### src/rtl/alu_op_issuer_pkg.sv
// Purpose: shared types and sizing helpers for the ALU command issuer.
// Latency: n/a (declarations only).
// Backpressure: n/a.
// Contents: FSM state encoding (2-bit) and command record width CMD_W = 2 + 2*WIDTH.
package alu_issuer_pkg;

  typedef enum logic [1:0] {
    ST_IDLE  = 2'd0,
    ST_ISSUE = 2'd1,
    ST_WAIT  = 2'd2,
    ST_RESP  = 2'd3
  } state_t;

  localparam int DEFAULT_WIDTH = 8;

  // Width of one buffered command: opcode plus both operands.
  function automatic int cmd_width(input int width);
    return 2 + 2 * width;
  endfunction

  localparam int CMD_W = cmd_width(DEFAULT_WIDTH);

endpackage

### src/rtl/alu_op_issuer_if.sv
// Purpose: bundles the command, ALU-control and response channels of the issuer.
// Latency: n/a (wires only).
// Backpressure: cmd channel via cmd_ready, rsp channel via rsp_ready.
// Modports: master = issuer side (drives cmd_ready, alu_*, rsp_*, busy);
//           slave  = environment side (command source, ALU control, response sink).
interface alu_op_issuer_if #(
  parameter int WIDTH = 8
);
  logic             cmd_valid;
  logic             cmd_ready;
  logic [1:0]       cmd_opcode;
  logic [WIDTH-1:0] cmd_a;
  logic [WIDTH-1:0] cmd_b;

  logic [1:0]       alu_opcode;
  logic [WIDTH-1:0] alu_a;
  logic [WIDTH-1:0] alu_b;
  logic             alu_en;
  logic             alu_done;
  logic [WIDTH-1:0] alu_res;

  logic             rsp_valid;
  logic             rsp_ready;
  logic [1:0]       rsp_opcode;
  logic [WIDTH-1:0] rsp_res;
  logic             rsp_err;

  logic             busy;

  modport master (
    input  cmd_valid, cmd_opcode, cmd_a, cmd_b,
    output cmd_ready,
    output alu_opcode, alu_a, alu_b, alu_en,
    input  alu_done, alu_res,
    output rsp_valid, rsp_opcode, rsp_res, rsp_err,
    input  rsp_ready,
    output busy
  );

  modport slave (
    output cmd_valid, cmd_opcode, cmd_a, cmd_b,
    input  cmd_ready,
    input  alu_opcode, alu_a, alu_b, alu_en,
    output alu_done, alu_res,
    input  rsp_valid, rsp_opcode, rsp_res, rsp_err,
    output rsp_ready,
    input  busy
  );

endinterface

### src/rtl/alu_op_issuer_cmd_fifo.sv
// Purpose: synchronous show-ahead FIFO holding pending ALU commands.
// Latency: a push at edge t is visible on dout/empty in the cycle after edge t.
// Backpressure: push ignored while full (even with a same-cycle pop); pop ignored while empty.
// Ports: clk, rst (sync, active-high), push, pop, din, dout (head entry), full, empty.
module alu_cmd_fifo #(
  parameter int W     = 18,
  parameter int DEPTH = 4
) (
  input  logic         clk,
  input  logic         rst,
  input  logic         push,
  input  logic         pop,
  input  logic [W-1:0] din,
  output logic [W-1:0] dout,
  output logic         full,
  output logic         empty
);

  localparam int AW = $clog2(DEPTH);

  // One extra pointer bit distinguishes full from empty when the indices match.
  logic [AW:0]  wr_ptr_q, wr_ptr_d;
  logic [AW:0]  rd_ptr_q, rd_ptr_d;
  logic [W-1:0] mem [DEPTH];
  logic         do_push;
  logic         do_pop;

  assign full    = (wr_ptr_q[AW] != rd_ptr_q[AW]) && (wr_ptr_q[AW-1:0] == rd_ptr_q[AW-1:0]);
  assign empty   = (wr_ptr_q == rd_ptr_q);
  assign do_push = push && !full;
  assign do_pop  = pop && !empty;
  assign dout    = mem[rd_ptr_q[AW-1:0]];

  always_comb begin
    wr_ptr_d = wr_ptr_q;
    rd_ptr_d = rd_ptr_q;
    if (do_push) wr_ptr_d = wr_ptr_q + (AW+1)'(1);
    if (do_pop)  rd_ptr_d = rd_ptr_q + (AW+1)'(1);
  end

  always_ff @(posedge clk) begin
    if (rst) begin
      wr_ptr_q <= '0;
      rd_ptr_q <= '0;
    end else begin
      wr_ptr_q <= wr_ptr_d;
      rd_ptr_q <= rd_ptr_d;
    end
  end

  // Storage needs no reset: entries are only read once the pointers say they are valid.
  always_ff @(posedge clk) begin
    if (do_push) mem[wr_ptr_q[AW-1:0]] <= din;
  end

endmodule

### src/rtl/alu_op_issuer.sv
// Purpose: buffers ALU commands and issues them one at a time (en pulse, wait done, return result).
// Latency: command accepted at edge t -> alu_en in cycle t+2; alu_done in cycle k -> rsp_valid in k+1.
// Backpressure: cmd_ready = FIFO not full; a pending response stalls issue until rsp_ready.
// Ports: clk, rst (sync, active-high), bus (alu_op_issuer_if.master: cmd_*, alu_*, rsp_*, busy).
module alu_op_issuer
  import alu_issuer_pkg::*;
#(
  parameter int WIDTH   = 8,
  parameter int DEPTH   = 4,
  parameter int TIMEOUT = 64
) (
  input  logic            clk,
  input  logic            rst,
  alu_op_issuer_if.master bus
);

  localparam int CW = cmd_width(WIDTH);
  localparam int TW = $clog2(TIMEOUT) + 1;

  typedef struct packed {
    logic [1:0]       opcode;
    logic [WIDTH-1:0] a;
    logic [WIDTH-1:0] b;
  } cmd_t;

  cmd_t   cmd_in;
  cmd_t   fifo_dout;
  logic   fifo_full;
  logic   fifo_empty;
  logic   fifo_push;
  logic   fifo_pop;

  state_t           state_q,      state_d;
  logic [TW-1:0]    timer_q,      timer_d;
  cmd_t             op_q,         op_d;
  logic             alu_en_q,     alu_en_d;
  logic             rsp_valid_q,  rsp_valid_d;
  logic [1:0]       rsp_opcode_q, rsp_opcode_d;
  logic [WIDTH-1:0] rsp_res_q,    rsp_res_d;
  logic             rsp_err_q,    rsp_err_d;

  assign cmd_in    = {bus.cmd_opcode, bus.cmd_a, bus.cmd_b};
  assign fifo_push = bus.cmd_valid && !fifo_full;
  // Only IDLE consumes the head, so at most one command is ever outstanding.
  assign fifo_pop  = (state_q == ST_IDLE) && !fifo_empty;

  alu_cmd_fifo #(
    .W     (CW),
    .DEPTH (DEPTH)
  ) u_cmd_fifo (
    .clk   (clk),
    .rst   (rst),
    .push  (fifo_push),
    .pop   (fifo_pop),
    .din   (cmd_in),
    .dout  (fifo_dout),
    .full  (fifo_full),
    .empty (fifo_empty)
  );

  always_comb begin
    state_d      = state_q;
    timer_d      = '0;
    op_d         = op_q;
    alu_en_d     = 1'b0;
    rsp_valid_d  = rsp_valid_q;
    rsp_opcode_d = rsp_opcode_q;
    rsp_res_d    = rsp_res_q;
    rsp_err_d    = rsp_err_q;

    case (state_q)
      ST_IDLE: begin
        if (!fifo_empty) begin
          op_d     = fifo_dout;
          alu_en_d = 1'b1;   // registered, so the pulse lands in the ISSUE cycle
          state_d  = ST_ISSUE;
        end
      end

      ST_ISSUE: begin
        state_d = ST_WAIT;
      end

      ST_WAIT: begin
        // done is checked before the timeout so a done on the last cycle still succeeds
        if (bus.alu_done) begin
          rsp_valid_d  = 1'b1;
          rsp_opcode_d = op_q.opcode;
          rsp_res_d    = bus.alu_res;
          rsp_err_d    = 1'b0;
          state_d      = ST_RESP;
        end else if (timer_q == TW'(TIMEOUT - 1)) begin
          rsp_valid_d  = 1'b1;
          rsp_opcode_d = op_q.opcode;
          rsp_res_d    = '0;
          rsp_err_d    = 1'b1;
          state_d      = ST_RESP;
        end else begin
          timer_d = timer_q + TW'(1);
        end
      end

      ST_RESP: begin
        if (bus.rsp_ready) begin
          rsp_valid_d = 1'b0;
          state_d     = ST_IDLE;
        end
      end

      default: begin
        state_d = ST_IDLE;
      end
    endcase
  end

  always_ff @(posedge clk) begin
    if (rst) begin
      state_q      <= ST_IDLE;
      timer_q      <= '0;
      op_q         <= '0;
      alu_en_q     <= 1'b0;
      rsp_valid_q  <= 1'b0;
      rsp_opcode_q <= '0;
      rsp_res_q    <= '0;
      rsp_err_q    <= 1'b0;
    end else begin
      state_q      <= state_d;
      timer_q      <= timer_d;
      op_q         <= op_d;
      alu_en_q     <= alu_en_d;
      rsp_valid_q  <= rsp_valid_d;
      rsp_opcode_q <= rsp_opcode_d;
      rsp_res_q    <= rsp_res_d;
      rsp_err_q    <= rsp_err_d;
    end
  end

  assign bus.cmd_ready  = !fifo_full;
  assign bus.alu_opcode = op_q.opcode;
  assign bus.alu_a      = op_q.a;
  assign bus.alu_b      = op_q.b;
  assign bus.alu_en     = alu_en_q;
  assign bus.rsp_valid  = rsp_valid_q;
  assign bus.rsp_opcode = rsp_opcode_q;
  assign bus.rsp_res    = rsp_res_q;
  assign bus.rsp_err    = rsp_err_q;
  assign bus.busy       = (state_q != ST_IDLE) || !fifo_empty;

endmodule

### src/flat_wrapper.sv
// flat-port wrapper written by rule: the top's interface ports become plain ports
module alu_op_issuer_flat import alu_issuer_pkg::*;
#(
  parameter int WIDTH   = 8,
  parameter int DEPTH   = 4,
  parameter int TIMEOUT = 64
)
  (clk, rst, bus_cmd_valid, bus_cmd_opcode, bus_cmd_a, bus_cmd_b, bus_cmd_ready, bus_alu_opcode, bus_alu_a, bus_alu_b, bus_alu_en, bus_alu_done, bus_alu_res, bus_rsp_valid, bus_rsp_opcode, bus_rsp_res, bus_rsp_err, bus_rsp_ready, bus_busy);
  alu_op_issuer_if #(.WIDTH(WIDTH)) bus_i ();
  input  logic clk;
  input  logic rst;
  input wire logic [$bits(bus_i.cmd_valid)-1:0] bus_cmd_valid;
  input wire logic [$bits(bus_i.cmd_opcode)-1:0] bus_cmd_opcode;
  input wire logic [$bits(bus_i.cmd_a)-1:0] bus_cmd_a;
  input wire logic [$bits(bus_i.cmd_b)-1:0] bus_cmd_b;
  output wire logic [$bits(bus_i.cmd_ready)-1:0] bus_cmd_ready;
  output wire logic [$bits(bus_i.alu_opcode)-1:0] bus_alu_opcode;
  output wire logic [$bits(bus_i.alu_a)-1:0] bus_alu_a;
  output wire logic [$bits(bus_i.alu_b)-1:0] bus_alu_b;
  output wire logic [$bits(bus_i.alu_en)-1:0] bus_alu_en;
  input wire logic [$bits(bus_i.alu_done)-1:0] bus_alu_done;
  input wire logic [$bits(bus_i.alu_res)-1:0] bus_alu_res;
  output wire logic [$bits(bus_i.rsp_valid)-1:0] bus_rsp_valid;
  output wire logic [$bits(bus_i.rsp_opcode)-1:0] bus_rsp_opcode;
  output wire logic [$bits(bus_i.rsp_res)-1:0] bus_rsp_res;
  output wire logic [$bits(bus_i.rsp_err)-1:0] bus_rsp_err;
  input wire logic [$bits(bus_i.rsp_ready)-1:0] bus_rsp_ready;
  output wire logic [$bits(bus_i.busy)-1:0] bus_busy;
  assign bus_i.cmd_valid = bus_cmd_valid;
  assign bus_i.cmd_opcode = bus_cmd_opcode;
  assign bus_i.cmd_a = bus_cmd_a;
  assign bus_i.cmd_b = bus_cmd_b;
  assign bus_cmd_ready = bus_i.cmd_ready;
  assign bus_alu_opcode = bus_i.alu_opcode;
  assign bus_alu_a = bus_i.alu_a;
  assign bus_alu_b = bus_i.alu_b;
  assign bus_alu_en = bus_i.alu_en;
  assign bus_i.alu_done = bus_alu_done;
  assign bus_i.alu_res = bus_alu_res;
  assign bus_rsp_valid = bus_i.rsp_valid;
  assign bus_rsp_opcode = bus_i.rsp_opcode;
  assign bus_rsp_res = bus_i.rsp_res;
  assign bus_rsp_err = bus_i.rsp_err;
  assign bus_i.rsp_ready = bus_rsp_ready;
  assign bus_busy = bus_i.busy;
  alu_op_issuer #(.WIDTH(WIDTH), .DEPTH(DEPTH), .TIMEOUT(TIMEOUT)) u_core (.clk(clk), .rst(rst), .bus(bus_i));
endmodule
### config.mk
export PLATFORM = sky130hd
export DESIGN_NAME = alu_op_issuer_flat
export DESIGN_NICKNAME = d
export VERILOG_FILES = /design/src/rtl/alu_op_issuer_pkg.sv /design/src/rtl/alu_op_issuer_if.sv /design/src/rtl/alu_op_issuer_cmd_fifo.sv /design/src/rtl/alu_op_issuer.sv /design/src/flat_wrapper.sv
export SDC_FILE = /design/constraint.sdc
export NUM_CORES = 1
export LEC_CHECK = 0
export CAP_MARGIN = 20
export CORE_MARGIN = 3
export CORE_UTILIZATION = 48
export DETAILED_ROUTE_END_ITERATION = 7
export PLACE_DENSITY_LB_ADDON = 0.12
export SLEW_MARGIN = 25
export SYNTH_ARGS = -nofsm -noshare
export SYNTH_HDL_FRONTEND = slang
export SYNTH_SLANG_ARGS = --single-unit
### constraint.sdc
create_clock -name clk -period 1.9 [get_ports clk]
set_input_delay 0.19 -clock clk [delete_from_list [all_inputs] [get_ports clk]]
set_output_delay 0.19 -clock clk [all_outputs]
set_load 0.05 [all_outputs]
==> results.py <==
metrics = {
    "synthesis": {
        "synth-seq-cells": 118,
        "syn_avg_cell_area_um2": 14.7,
        "synth_edf_count": 72,
        "synth.largest_area_cell": "edfxtp_1",
        "ys_async_sr_fraction_pct": 0,
        "synthTopCellsByCount": "72 x edfxtp_1, 46 x dfxtp_1, 42 x nand2_1",
        "yosysMostFrequentCell": "edfxtp_1",
        "synth_cell_types": 40,
        "yosys.area.top_type_share_pct": 48.2,
        "synthTopCellsByArea": "edfxtp_1 48%, dfxtp_1 21%, mux4_2 9.0%",
        "syn-instance-count": 304,
        "synthesis.area_um2": 4480,
        "ys.flop_type": "edfxtp_1",
        "yosys_warnings": 0,
        "synth_fp_nets": 345,
        "ys_seq_area_share_pct": 68.8,
    },
    "worst_setup_path": {
        "path_class": "reg2out",
        "path_cells": "clkdlybuf4s50_1",
        "arrival_ns": 1.66,
        "rr_endpoint": "u_core.bus.rsp_res[7]$_SDFFE_PP0P_",
        "rr_worst_depth": 5,
        "timing.rr.start": "u_core.timer_q[0]$_SDFF_PP0_",
        "crit_required_ns": 1.71,
        "path_buf_inv": 1,
        "max_stage_delay_ns": 0.81,
        "start_kind": "flop",
        "cp_max_fo": 2,
        "critPathCaptureType": "output pin",
        "cpMaxStageDelayCell": "clkdlybuf4s50_1",
        "cpLargestDelayFamily": "buffers and inverters",
        "r2r_slack_ns": 0.18,
    },
    "clocking": {
        "clk_pin_slew_ns": 0.06,
        "cts_sinks": 118,
        "htree_levels": 4,
        "cts-root-buf": "clkbuf_8",
        "clk_path_buf_depth": 2,
        "cts_buffers": 17,
        "cts_tree": "yes",
        "clock_latency_ns": 0.51,
    },
    "detailed_routing": {
        "wl_um": 8730,
        "first_pass_iters": 4,
        "avgViaCountPerCell": 5.32,
        "routedWlPerCell_um": 17.1,
        "drt_iter0_markers": 86,
        "vias": 2715,
        "remaining_drc_errors": 0,
        "antenna_left": 0,
    },
    "worst_hold_path": {
        "min_path_type": "in2reg",
        "holdPathEnd": "u_core.bus.rsp_res[5]$_SDFFE_PP0P_",
        "holdPathStages": 2,
        "hp-start": "bus_alu_res[5]",
    },
    "pwr": {
        "p_leak_nw": 2.16,
        "ir_drop_mv": 0.740,
        "power_mw": 9.05,
        "powerDensity_nw_per_um2": 1510,
    },
    "grt": {
        "grt_pass1_wl_um": 13900,
        "gr-usage-all-layers_pct": 17.9,
        "overflow": 0,
        "grt_pass1_vias": 2761,
        "antenna_found_initial": 0,
        "grt_max_degree": 22,
    },
    "sta": {
        "rsz0062_at_grt": "false",
        "setup-tns-final_ns": 0,
        "final.setup.worst_slack_ns": 0.0528,
        "finalCriticalPeriod_ns": 1.85,
        "hold_violations": 0,
        "worst_slew_pin_slew_ns": 0.625,
        "fin_worst_skew_ns": 0.0114,
        "period_share_pct": 97.2,
        "max_freq_mhz": 541,
        "slew_headroom_pct": 58.3,
        "whs_ns": 0.293,
        "slew_viol_final": 0,
        "finalSetupViolations": 0,
    },
    "cells_and_area": {
        "nNetsFinal": 431,
        "layout-drive-gt1-share_pct": 18.7,
        "final_area_um2": 5990,
        "area_delta_synth_final_pct": 33.6,
        "n_antenna_cell": 0,
    },
    "placement": {
        "placedInstanceArea_um2": 5390,
        "dp_hpwl_um": 5680,
        "pre_cts_slack_ns": 0.178,
        "port_buffers": 63,
        "gp_congestion": 0.826,
    },
    "floorplan": {
        "dieArea_um2": 10500,
        "die_h_um": 103,
        "num_rows": 34,
        "boundaryPins": 64,
        "fp.coreArea_um2": 8890,
        "die-width_um": 103,
        "initial_core_util_pct": 50.4,
    },
    "flow_run": {
        "maxCapViolations": 0,
    },
    "run_status": {
        "outcome": "finished, final reports clean",
    },
}
[final cells by class]
| type | count | area (µm²) |
|---|---|---|
| Sequential cell | 118 | 3090 |
| Fill cell | 645 | 2900 |
| Multi-Input combinational cell | 164 | 1310 |
| Timing Repair Buffer | 81 | 841 |
| Clock buffer | 17 | 414 |
| Clock inverter | 14 | 175 |
| Tap cell | 108 | 135 |
| Inverter | 8 | 30.0 |
[cells in the final DEF, fill, tap and decap left out, types with 3 or more instances in the layout]
cell             netlist  final
nand3_1                5      5
a21oi_1               22     22
ha_1                  10     10
and2_1                 5      5
bufinv_16              0      3
dlymetal6s2s_1         0      3
buf_12                 0      6
inv_6                  0      5
clkinvlp_4             0      3
clkbuf_16              0     16
a22o_1                 8      8
nand2_1               42     42
mux4_2                18     18
nand2b_1               4      4
xor2_1                 4      3
buf_4                  1     14
edfxtp_1              72     72
dfxtp_1               46     44
inv_1                  8      8
o21ai_0                5      5
nor2_1                15     15
clkdlybuf4s50_1        0     56
xnor2_1                5      5
[kinds of logic after synthesis]
logic type / Yosys count / synth area share (%)
AND/OR/NAND/NOR: 80 / 8.04
multiplexers: 19 / 9.27
flip-flops: 118 / 68.8
XOR/XNOR: 10 / 2.12
adder cells (fa/ha/maj): 10 / 2.79
AO/OA/AOI/OAI: 45 / 6.61
buffers and inverters: 22 / 2.40
[worst register-to-register path, delay by kind of cell, from the launching register on]
kind,cells,cell delay [ns]
flops,1,0.32
fa+ha+maj,1,0.22
simple gates,1,0.17
compound gates,3,0.94
[through the flow]
step | util [%] | instances
CTS | 67.2 | 510
floorplan | - | 304
global route | 67.4 | 510
detailed placement | 60.6 | 479
finish | 67.4 | 510
global placement | 60.6 | 479
[worst max path at each step]
stage | startpoint | to | slack [ns] | depth (start not counted)
after floorplan | u_core.u_cmd_fifo.wr_ptr_q[1]$_SDFFE_PP0P_ | u_core.u_cmd_fifo.mem[3][0]$_DFFE_PP_ | 0.05 | 3
after global placement | bus_alu_done | u_core.bus.rsp_res[3]$_SDFFE_PP0P_ | 0.18 | 4
after detailed placement | bus_alu_done | u_core.bus.rsp_res[7]$_SDFFE_PP0P_ | 0.18 | 4
after CTS | u_core.bus.alu_opcode[0]$_SDFFE_PP0P_ | bus_alu_opcode[0] | 0.01 | 1
after global routing | u_core.bus.alu_a[0]$_SDFFE_PP0P_ | bus_alu_a[0] | 0.004 | 1
final | u_core.bus.alu_b[7]$_SDFFE_PP0P_ | bus_alu_b[7] | 0.05 | 1
[flip-flops by register name, indices dropped and copies added (netlist names), 2 cells and up]
register and cells:
u_core.bus.alu_b 8, u_core.bus.alu_a 8, u_core.u_cmd_fifo.mem 72, u_core.timer_q 7, u_core.bus.alu_opcode 2, u_core.state_q 2
u_core.u_cmd_fifo.wr_ptr_q 3, u_core.bus.rsp_res 8, u_core.bus.rsp_opcode 2, u_core.u_cmd_fifo.rd_ptr_q 3
[routing by layer]
metal | global-route usage [%] | part of all wire (%)
met5 | 0 | 0
met4 | 5.65 | 0.87
met3 | 5.35 | 3.6
met2 | 29.7 | 51
met1 | 22.7 | 45
[what timing repair did]
| action | CTS | global route |
|---|---|---|
| setup endpoints to repair | 3 | 5 |
| setup buffers | 0 | 0 |
| hold buffers | 0 | 0 |
| gates resized for setup | 3 | 5 |
[power by group]
group	total, mW	switching [mW]	internal (mW)
registers	3.17	0.148	3.02
clock network	3.16	1.16	2.00
logic	2.72	1.61	1.11
total	9.05	2.91	6.13
Power figures use the tool's default switching activity.
